[src/rtl/gesture_sampler_pkg.sv]
// Shared gesture and sampler-state encodings, used by the sampler and the game controller.
package gesture_sampler_pkg;

  typedef enum logic [1:0] {
    G_SCISSORS = 2'b00,
    G_PAPER    = 2'b01,
    G_ROCK     = 2'b10,
    G_NONE     = 2'b11
  } gesture_t;

  typedef enum logic [1:0] {
    ST_COUNTDOWN = 2'b00,
    ST_CAPTURE   = 2'b01,
    ST_RELEASE   = 2'b10
  } state_t;

  localparam int CNT_W = 8;

  function automatic logic [CNT_W-1:0] sat_inc(input logic [CNT_W-1:0] v);
    return (v == {CNT_W{1'b1}}) ? v : v + 1'b1;
  endfunction

endpackage

[src/rtl/gesture_run_counter.sv]
// Candidate gesture plus saturating run length; exposes the post-frame values so the
// caller can make its lock decision in the same cycle the frame arrives.
module gesture_run_counter
  import gesture_sampler_pkg::*;
(
  input  logic             clk,
  input  logic             reset,
  input  logic             clear,
  input  logic             advance,
  input  gesture_t         gesture,
  output gesture_t         cand_next,
  output logic [CNT_W-1:0] run_next
);

  gesture_t         candidate;
  logic [CNT_W-1:0] run_count;

  // A none frame breaks the run but keeps the candidate.
  always_comb begin
    cand_next = candidate;
    run_next  = run_count;
    if (gesture == G_NONE) begin
      run_next = '0;
    end else if (gesture == candidate) begin
      run_next = sat_inc(run_count);
    end else begin
      cand_next = gesture;
      run_next  = {{(CNT_W-1){1'b0}}, 1'b1};
    end
  end

  always_ff @(posedge clk) begin
    if (reset || clear) begin
      candidate <= G_NONE;
      run_count <= '0;
    end else if (advance) begin
      candidate <= cand_next;
      run_count <= run_next;
    end
  end

endmodule

[src/rtl/gesture_sampler.sv]
// Countdown / capture / release sequencer that turns per-frame classifier results
// into single locked gestures for the game controller.
module gesture_sampler
  import gesture_sampler_pkg::*;
#(
  parameter int unsigned STABLE_FRAMES    = 4,
  parameter int unsigned COUNTDOWN_FRAMES = 60,
  parameter int unsigned RELEASE_FRAMES   = 8,
  parameter int unsigned TIMEOUT_FRAMES   = 180
) (
  input  logic       clk,
  input  logic       reset,
  input  logic       frame_done,
  input  logic [1:0] raw_gesture,
  output logic [1:0] player_gesture,
  output logic       valid,
  output logic       go,
  output logic       capture_timeout,
  output logic       countdown_active,
  output logic [7:0] frames_left
);

  localparam logic [CNT_W-1:0] STABLE_N    = CNT_W'(STABLE_FRAMES);
  localparam logic [CNT_W-1:0] COUNTDOWN_N = CNT_W'(COUNTDOWN_FRAMES);
  localparam logic [CNT_W-1:0] RELEASE_N   = CNT_W'(RELEASE_FRAMES);
  localparam logic [CNT_W-1:0] TIMEOUT_N   = CNT_W'(TIMEOUT_FRAMES);

  state_t           state, state_n;
  // One frame counter serves all states: countdown remaining, capture elapsed,
  // or consecutive none frames in release.
  logic [CNT_W-1:0] frame_cnt, frame_cnt_n, cnt_inc;
  gesture_t         pg_q, pg_n, raw, cand_next;
  logic [CNT_W-1:0] run_next;
  logic             valid_n, go_n, timeout_n, rc_clear, rc_adv;

  assign raw     = gesture_t'(raw_gesture);
  assign cnt_inc = frame_cnt + 1'b1;

  gesture_run_counter u_run (
    .clk       (clk),
    .reset     (reset),
    .clear     (rc_clear),
    .advance   (rc_adv),
    .gesture   (raw),
    .cand_next (cand_next),
    .run_next  (run_next)
  );

  always_comb begin
    state_n     = state;
    frame_cnt_n = frame_cnt;
    pg_n        = pg_q;
    valid_n     = 1'b0;
    go_n        = 1'b0;
    timeout_n   = 1'b0;
    rc_clear    = 1'b0;
    rc_adv      = 1'b0;
    if (frame_done) begin
      case (state)
        ST_COUNTDOWN: begin
          if (frame_cnt <= 1) begin
            go_n        = 1'b1;
            state_n     = ST_CAPTURE;
            frame_cnt_n = '0;
            rc_clear    = 1'b1;
          end else begin
            frame_cnt_n = frame_cnt - 1'b1;
          end
        end
        ST_CAPTURE: begin
          rc_adv = 1'b1;
          // Lock is tested first so it wins a tie with the timeout.
          if (run_next == STABLE_N) begin
            pg_n        = cand_next;
            valid_n     = 1'b1;
            state_n     = ST_RELEASE;
            frame_cnt_n = '0;
          end else if (cnt_inc == TIMEOUT_N) begin
            timeout_n   = 1'b1;
            state_n     = ST_COUNTDOWN;
            frame_cnt_n = COUNTDOWN_N;
          end else begin
            frame_cnt_n = cnt_inc;
          end
        end
        ST_RELEASE: begin
          if (raw != G_NONE) begin
            frame_cnt_n = '0;
          end else if (cnt_inc == RELEASE_N) begin
            state_n     = ST_COUNTDOWN;
            frame_cnt_n = COUNTDOWN_N;
          end else begin
            frame_cnt_n = cnt_inc;
          end
        end
        default: begin
          state_n     = ST_COUNTDOWN;
          frame_cnt_n = COUNTDOWN_N;
        end
      endcase
    end
  end

  always_ff @(posedge clk) begin
    if (reset) begin
      state           <= ST_COUNTDOWN;
      frame_cnt       <= COUNTDOWN_N;
      pg_q            <= G_NONE;
      valid           <= 1'b0;
      go              <= 1'b0;
      capture_timeout <= 1'b0;
    end else begin
      state           <= state_n;
      frame_cnt       <= frame_cnt_n;
      pg_q            <= pg_n;
      valid           <= valid_n;
      go              <= go_n;
      capture_timeout <= timeout_n;
    end
  end

  assign player_gesture   = pg_q;
  assign countdown_active = (state == ST_COUNTDOWN);
  assign frames_left      = countdown_active ? frame_cnt : '0;

endmodule

[config.mk]
export PLATFORM = sky130hd
export DESIGN_NAME = gesture_sampler
export DESIGN_NICKNAME = d
export VERILOG_FILES = /design/src/rtl/gesture_sampler_pkg.sv /design/src/rtl/gesture_run_counter.sv /design/src/rtl/gesture_sampler.sv
export SDC_FILE = /design/constraint.sdc
export NUM_CORES = 1
export LEC_CHECK = 0
export BUFFER_PORTS_ARGS = -buffer_cell sky130_fd_sc_hd__buf_4
export CELL_PAD_IN_SITES_DETAIL_PLACEMENT = 0
export CELL_PAD_IN_SITES_GLOBAL_PLACEMENT = 2
export CORE_MARGIN = 3
export CORE_UTILIZATION = 38
export CTS_BUF_LIST = sky130_fd_sc_hd__clkbuf_4
export CTS_CLUSTER_DIAMETER = 50
export DETAILED_ROUTE_END_ITERATION = 7
export PLACE_DENSITY_LB_ADDON = 0.1
export RECOVER_POWER = 50
export SLEW_MARGIN = 20
export SYNTH_ARGS = -nofsm -noshare
export SYNTH_HDL_FRONTEND = slang
export SYNTH_HIERARCHICAL = 1
export SYNTH_SLANG_ARGS = --single-unit
[constraint.sdc]
create_clock -name clk -period 5.23 [get_ports clk]
set_input_delay 0.523 -clock clk [delete_from_list [all_inputs] [get_ports clk]]
set_output_delay 0.523 -clock clk [all_outputs]
set_load 0.1 [all_outputs]
==> results.md <==
Floorplan:
- The core region is 0.00456 mm².
- The area of the die is about 0.0058 mm².
- The width of the die is between 70 and 80 µm.
- The I/O pin count is 19.
- The die height is roughly 76 µm.
- The initial standard-cell utilization of the core is 41.0%.
- The row count is 24.

Pwr:
- The power density of the placed cells is about 180 mW/mm².
- The portion of total power attributed to sequential cells is a little under three fifths.
- The total design power is 0.358 mW.
- The clock network fraction of design power is 26.6%.
- The leakage power total is between 0.7 and 0.8 nW.
- In this run switching power makes up a little under a third of total power.
- The worst-case vdd ir drop is around 0.00014 V.
- The combinational fraction of design power is between 10% and 20%.
- The internal power is between 0.2 and 0.25 mW.
- The switching power total is 0.112 mW.

Routing:
- The number of iterations in the first detailed-routing pass is 5.
- The wire length after detailed routing is 5040 µm.
- The count of nets left with antenna violations once routing finished came out at 0.
- Dividing the detail-routed via count by the number of cells gives just under 6.
- The total number of vias is 1851.
- The number of DRC markers in iteration 0 is slightly above 200.
- After detailed routing, the number of remaining DRC violations is 0.
- The routed wirelength normalized by instance count is approximately 16 µm.

Timing:
- Measured against its own limit, the worst slew margin works out to 22.3%.
- The maximum achievable frequency is between 300 and 400 MHz.
- The number of hold-slack violations in the final timing report is 0.
- The worst clock skew is 0.00980 ns.
- After layout, the minimum clock period comes to ~3.2 ns.
- Once routing completed, OpenROAD measured the worst setup slack at ~2 ns.
- The number of setup violations in the final report is 0.
- The max-slew violation count came to 0.
- After routing, the total negative slack on setup checks comes to 0 ns.
- After layout, the worst path uses approximately three fifths of the clock period.
- For the pin with the worst max-slew slack, the measured transition is 1.17 ns.
- Setup repair after global routing left no endpoint under its margin.

Placement:
- The final weighted congestion in routability-driven placement is 0.832.
- The detailed-placement wirelength estimate is 3610 µm.
- Port buffering added 18 buffers.
- The worst setup timing slack at the placement stage is 1.96 ns.
- The placement-stage cell area is approximately 0.0020 mm².

Global route:
- The via count of the first global-routing pass is 1611.
- Entering global routing, the biggest net connects 17 pins.
- The overall track demand over capacity in global routing is between 15 and 20%.
- The wire length of the first global-routing pass is 8280 µm.
- The total overflow reported by the global router is 0.
- The number of antenna violations at the first check in global routing came to 0.

Critical path:
- The worst setup path category is register to register.
- The signal on the critical path passes through ha_1 > nand4_1 > nor2_1 > xnor2_1 > a22oi_1 > nor4b_1 > and2_1 > o21ai_1 > a221o_1 > a221oi_2 > o22ai_1.
- The arrival time at the worst endpoint is approximately 3.4 ns.
- The cell family contributing the most delay on the critical path is simple AND/OR/NAND/NOR gates.
- The largest fanout on the critical path is 8.
- The endpoint kind of the worst setup timing path is a register.
- The worst path buffer plus inverter count is 0.
- The type of element launching the critical path is a register.
- The peak per-stage delay on the critical path is approximately 0.44 ns.
- The required time at the worst-slack endpoint is between 5 and 6 ns.
- The slowest stage cell on the critical path is sky130_fd_sc_hd__dfxtp_1.

Synthesis:
- The mean instance size in the synthesized netlist is 7.54 µm².
- The count of yosys warnings during synthesis is 6.
- The post-synthesis async set-or-reset flop share is 0%.
- The cell area that synthesis handed to floorplanning was ~0.0019 mm².
- The synthesized netlist contains 61 unique library cells.
- Sequential elements use between 20 and 30% of the synthesized area.
- Of the post-synthesis cell area, the dominant cell type holds 26.8%.
- Synthesis handed over a netlist of around 250 instances.
- By area the synthesized netlist is led by sky130_fd_sc_hd__dfxtp_1, sky130_fd_sc_hd__nor2_1, sky130_fd_sc_hd__a21oi_1.
- sky130_fd_sc_hd__dfxtp_1 takes more of the synthesized area than any other cell.
- The flop and latch count out of synthesis is 25.
- The most common flop cell mapped by yosys is sky130_fd_sc_hd__dfxtp_1.
- The number of flops mapped to enable cells by yosys is 0.
- Synthesis produced a netlist with a net count of 257.

Final layout:
- Of the cells placed in the final design, the portion with a size suffix greater than 1 is under 10%.
- The library cell used most frequently in the layout, excluding fill and tap cells, is sky130_fd_sc_hd__nor2_1.
- The area growth from synthesis to layout is 6.09%.
- The top cell types in the final layout, fill and taps aside, are sky130_fd_sc_hd__nor2_1, sky130_fd_sc_hd__dfxtp_1, sky130_fd_sc_hd__nand2_1.
- The number of filler cells placed in the layout is 499.
- The layout net count is around 260.
- The antenna diode count is 0.
- The final design instance area without fill is between 0.0015 and 0.002 mm².

CTS:
- The longest clock path from root to sink contains 2 buffers.
- The clock-pin slew of the registers on the worst-case setup and hold paths is ~0.15 ns.
- The later pin in the worst-skew pair is clocked with a latency of between 0.3 and 0.4 ns.
- The count of clock tree sinks is 25.
- The H-tree depth is 1.
- TritonCTS created 3 clock buffers.
- The number of hold buffers added after CTS was 0.
- Once the clock tree was built, the resizer swapped 0 gates to a different size.
- The root cell of the clock tree is sky130_fd_sc_hd__clkbuf_4.
- The total setup buffers inserted after CTS is 0.
- The clock tree from TritonCTS is yes.

Worst hold path:
- The tightest min-delay check is of the primary input to register type.

Run status:
- The run finished with clean final reports.

Job:
- The tool flagged a number of max-cap violations equal to 0.
==> metrics by stage <==
stage	util, %	hold WS [ns]	instances
after floorplan	-	0.499	248
after global placement	43.9	0.458	312
after detailed placement	43.9	0.454	312
after CTS	44.5	0.470	316
after global routing	43.5	0.480	316
final	43.5	0.477	316
==> sequential cells by signal (all words and copies together) (netlist names) <==
| signal | cells |
|---|---|
| u_run/run_count | 8 |
| go | 1 |
| player_gesture | 2 |
| u_run/candidate | 2 |
| capture_timeout | 1 |
| valid | 1 |
| frame_cnt | 8 |
| state | 2 |
==> routing by layer <==
| metal | track usage [%] | wire length (µm) | vias up |
|---|---|---|---|
| met2 | 23.4 | 2040 | 46 |
| met5 | 0 | 0 | - |
| met3 | 3.19 | 262 | 2 |
| met4 | 3.26 | 27 | 0 |
| li1 | - | - | 929 |
| met1 | 27.2 | 2710 | 874 |
==> final cells by class <==
type	count	area (µm²)	area share (%)
inverters	16	60.1	3.03
flip-flops and latches	25	500	25.2
repair buffers	19	109	5.49
multi-input cells	187	1200	60.7
well taps	65	81.3	4.10
clock buffers	4	30.0	1.51
==> path summary, 6_finish.rpt <==
kind / slack [ns] / depth (start not counted) / endpoint / startpoint
setup / recovery: 2.04 / 11 / frame_cnt[3] / u_run/run_count[1]
hold / removal: 0.48 / 2 / state[0] / reset
setup reg to reg: 2.04 / 11 / frame_cnt[3] / u_run/run_count[1]
hold reg to reg: 0.48 / 1 / player_gesture[1] / player_gesture[1]
==> cell usage after synthesis (3+ instances only) <==
cell	count
sky130_fd_sc_hd__and4_1	4
sky130_fd_sc_hd__o211ai_1	6
sky130_fd_sc_hd__nor2_1	28
sky130_fd_sc_hd__o21ai_1	4
sky130_fd_sc_hd__dfxtp_1	25
sky130_fd_sc_hd__nand2b_1	3
sky130_fd_sc_hd__o21ai_0	5
sky130_fd_sc_hd__buf_2	4
sky130_fd_sc_hd__nand4_1	7
sky130_fd_sc_hd__and3_1	6
sky130_fd_sc_hd__ha_1	4
sky130_fd_sc_hd__nor3_1	7
sky130_fd_sc_hd__a21oi_1	16
sky130_fd_sc_hd__o22ai_1	3
sky130_fd_sc_hd__inv_1	16
sky130_fd_sc_hd__and2_1	5
sky130_fd_sc_hd__xor2_1	3
sky130_fd_sc_hd__xnor2_1	3
sky130_fd_sc_hd__a211o_1	3
sky130_fd_sc_hd__a31oi_1	4
sky130_fd_sc_hd__nand2_1	17
sky130_fd_sc_hd__nor4b_1	3
sky130_fd_sc_hd__nand3_1	4
sky130_fd_sc_hd__a211oi_1	5
sky130_fd_sc_hd__nor4_1	3
sky130_fd_sc_hd__clkbuf_1	14
==> worst register-to-register path: cells and delay by family, from the launching register on <==
kind | cells | cell delay [ns]
AND/OR/NAND/NOR | 4 | 1.10
XOR/XNOR | 1 | 0.16
flip-flops | 1 | 0.44
AO/OA/AOI/OAI | 5 | 1.06
adder cells (fa/ha/maj) | 1 | 0.34
==> power by group through the flow <==
stage	sequential (mW)	clock [mW]	combinational, mW
after floorplan	0.199	0	0.0521
after CTS	0.202	0.100	0.0625
after detailed placement	0.206	0	0.0623
final	0.202	0.0953	0.0605
after global routing	0.203	0.106	0.0653
after global placement	0.206	0	0.0633
==> kinds of logic after synthesis <==
family                   synth area share, %
AO/OA/AOI/OAI                           30.2
adder cells (fa/ha/maj)                 2.68
XOR/XNOR                                2.81
multiplexers                           0.535
flip-flops                              26.8
AND/OR/NAND/NOR                         29.0
buffers and inverters                   8.09
No activity file was read; power rests on OpenSTA's default activity.
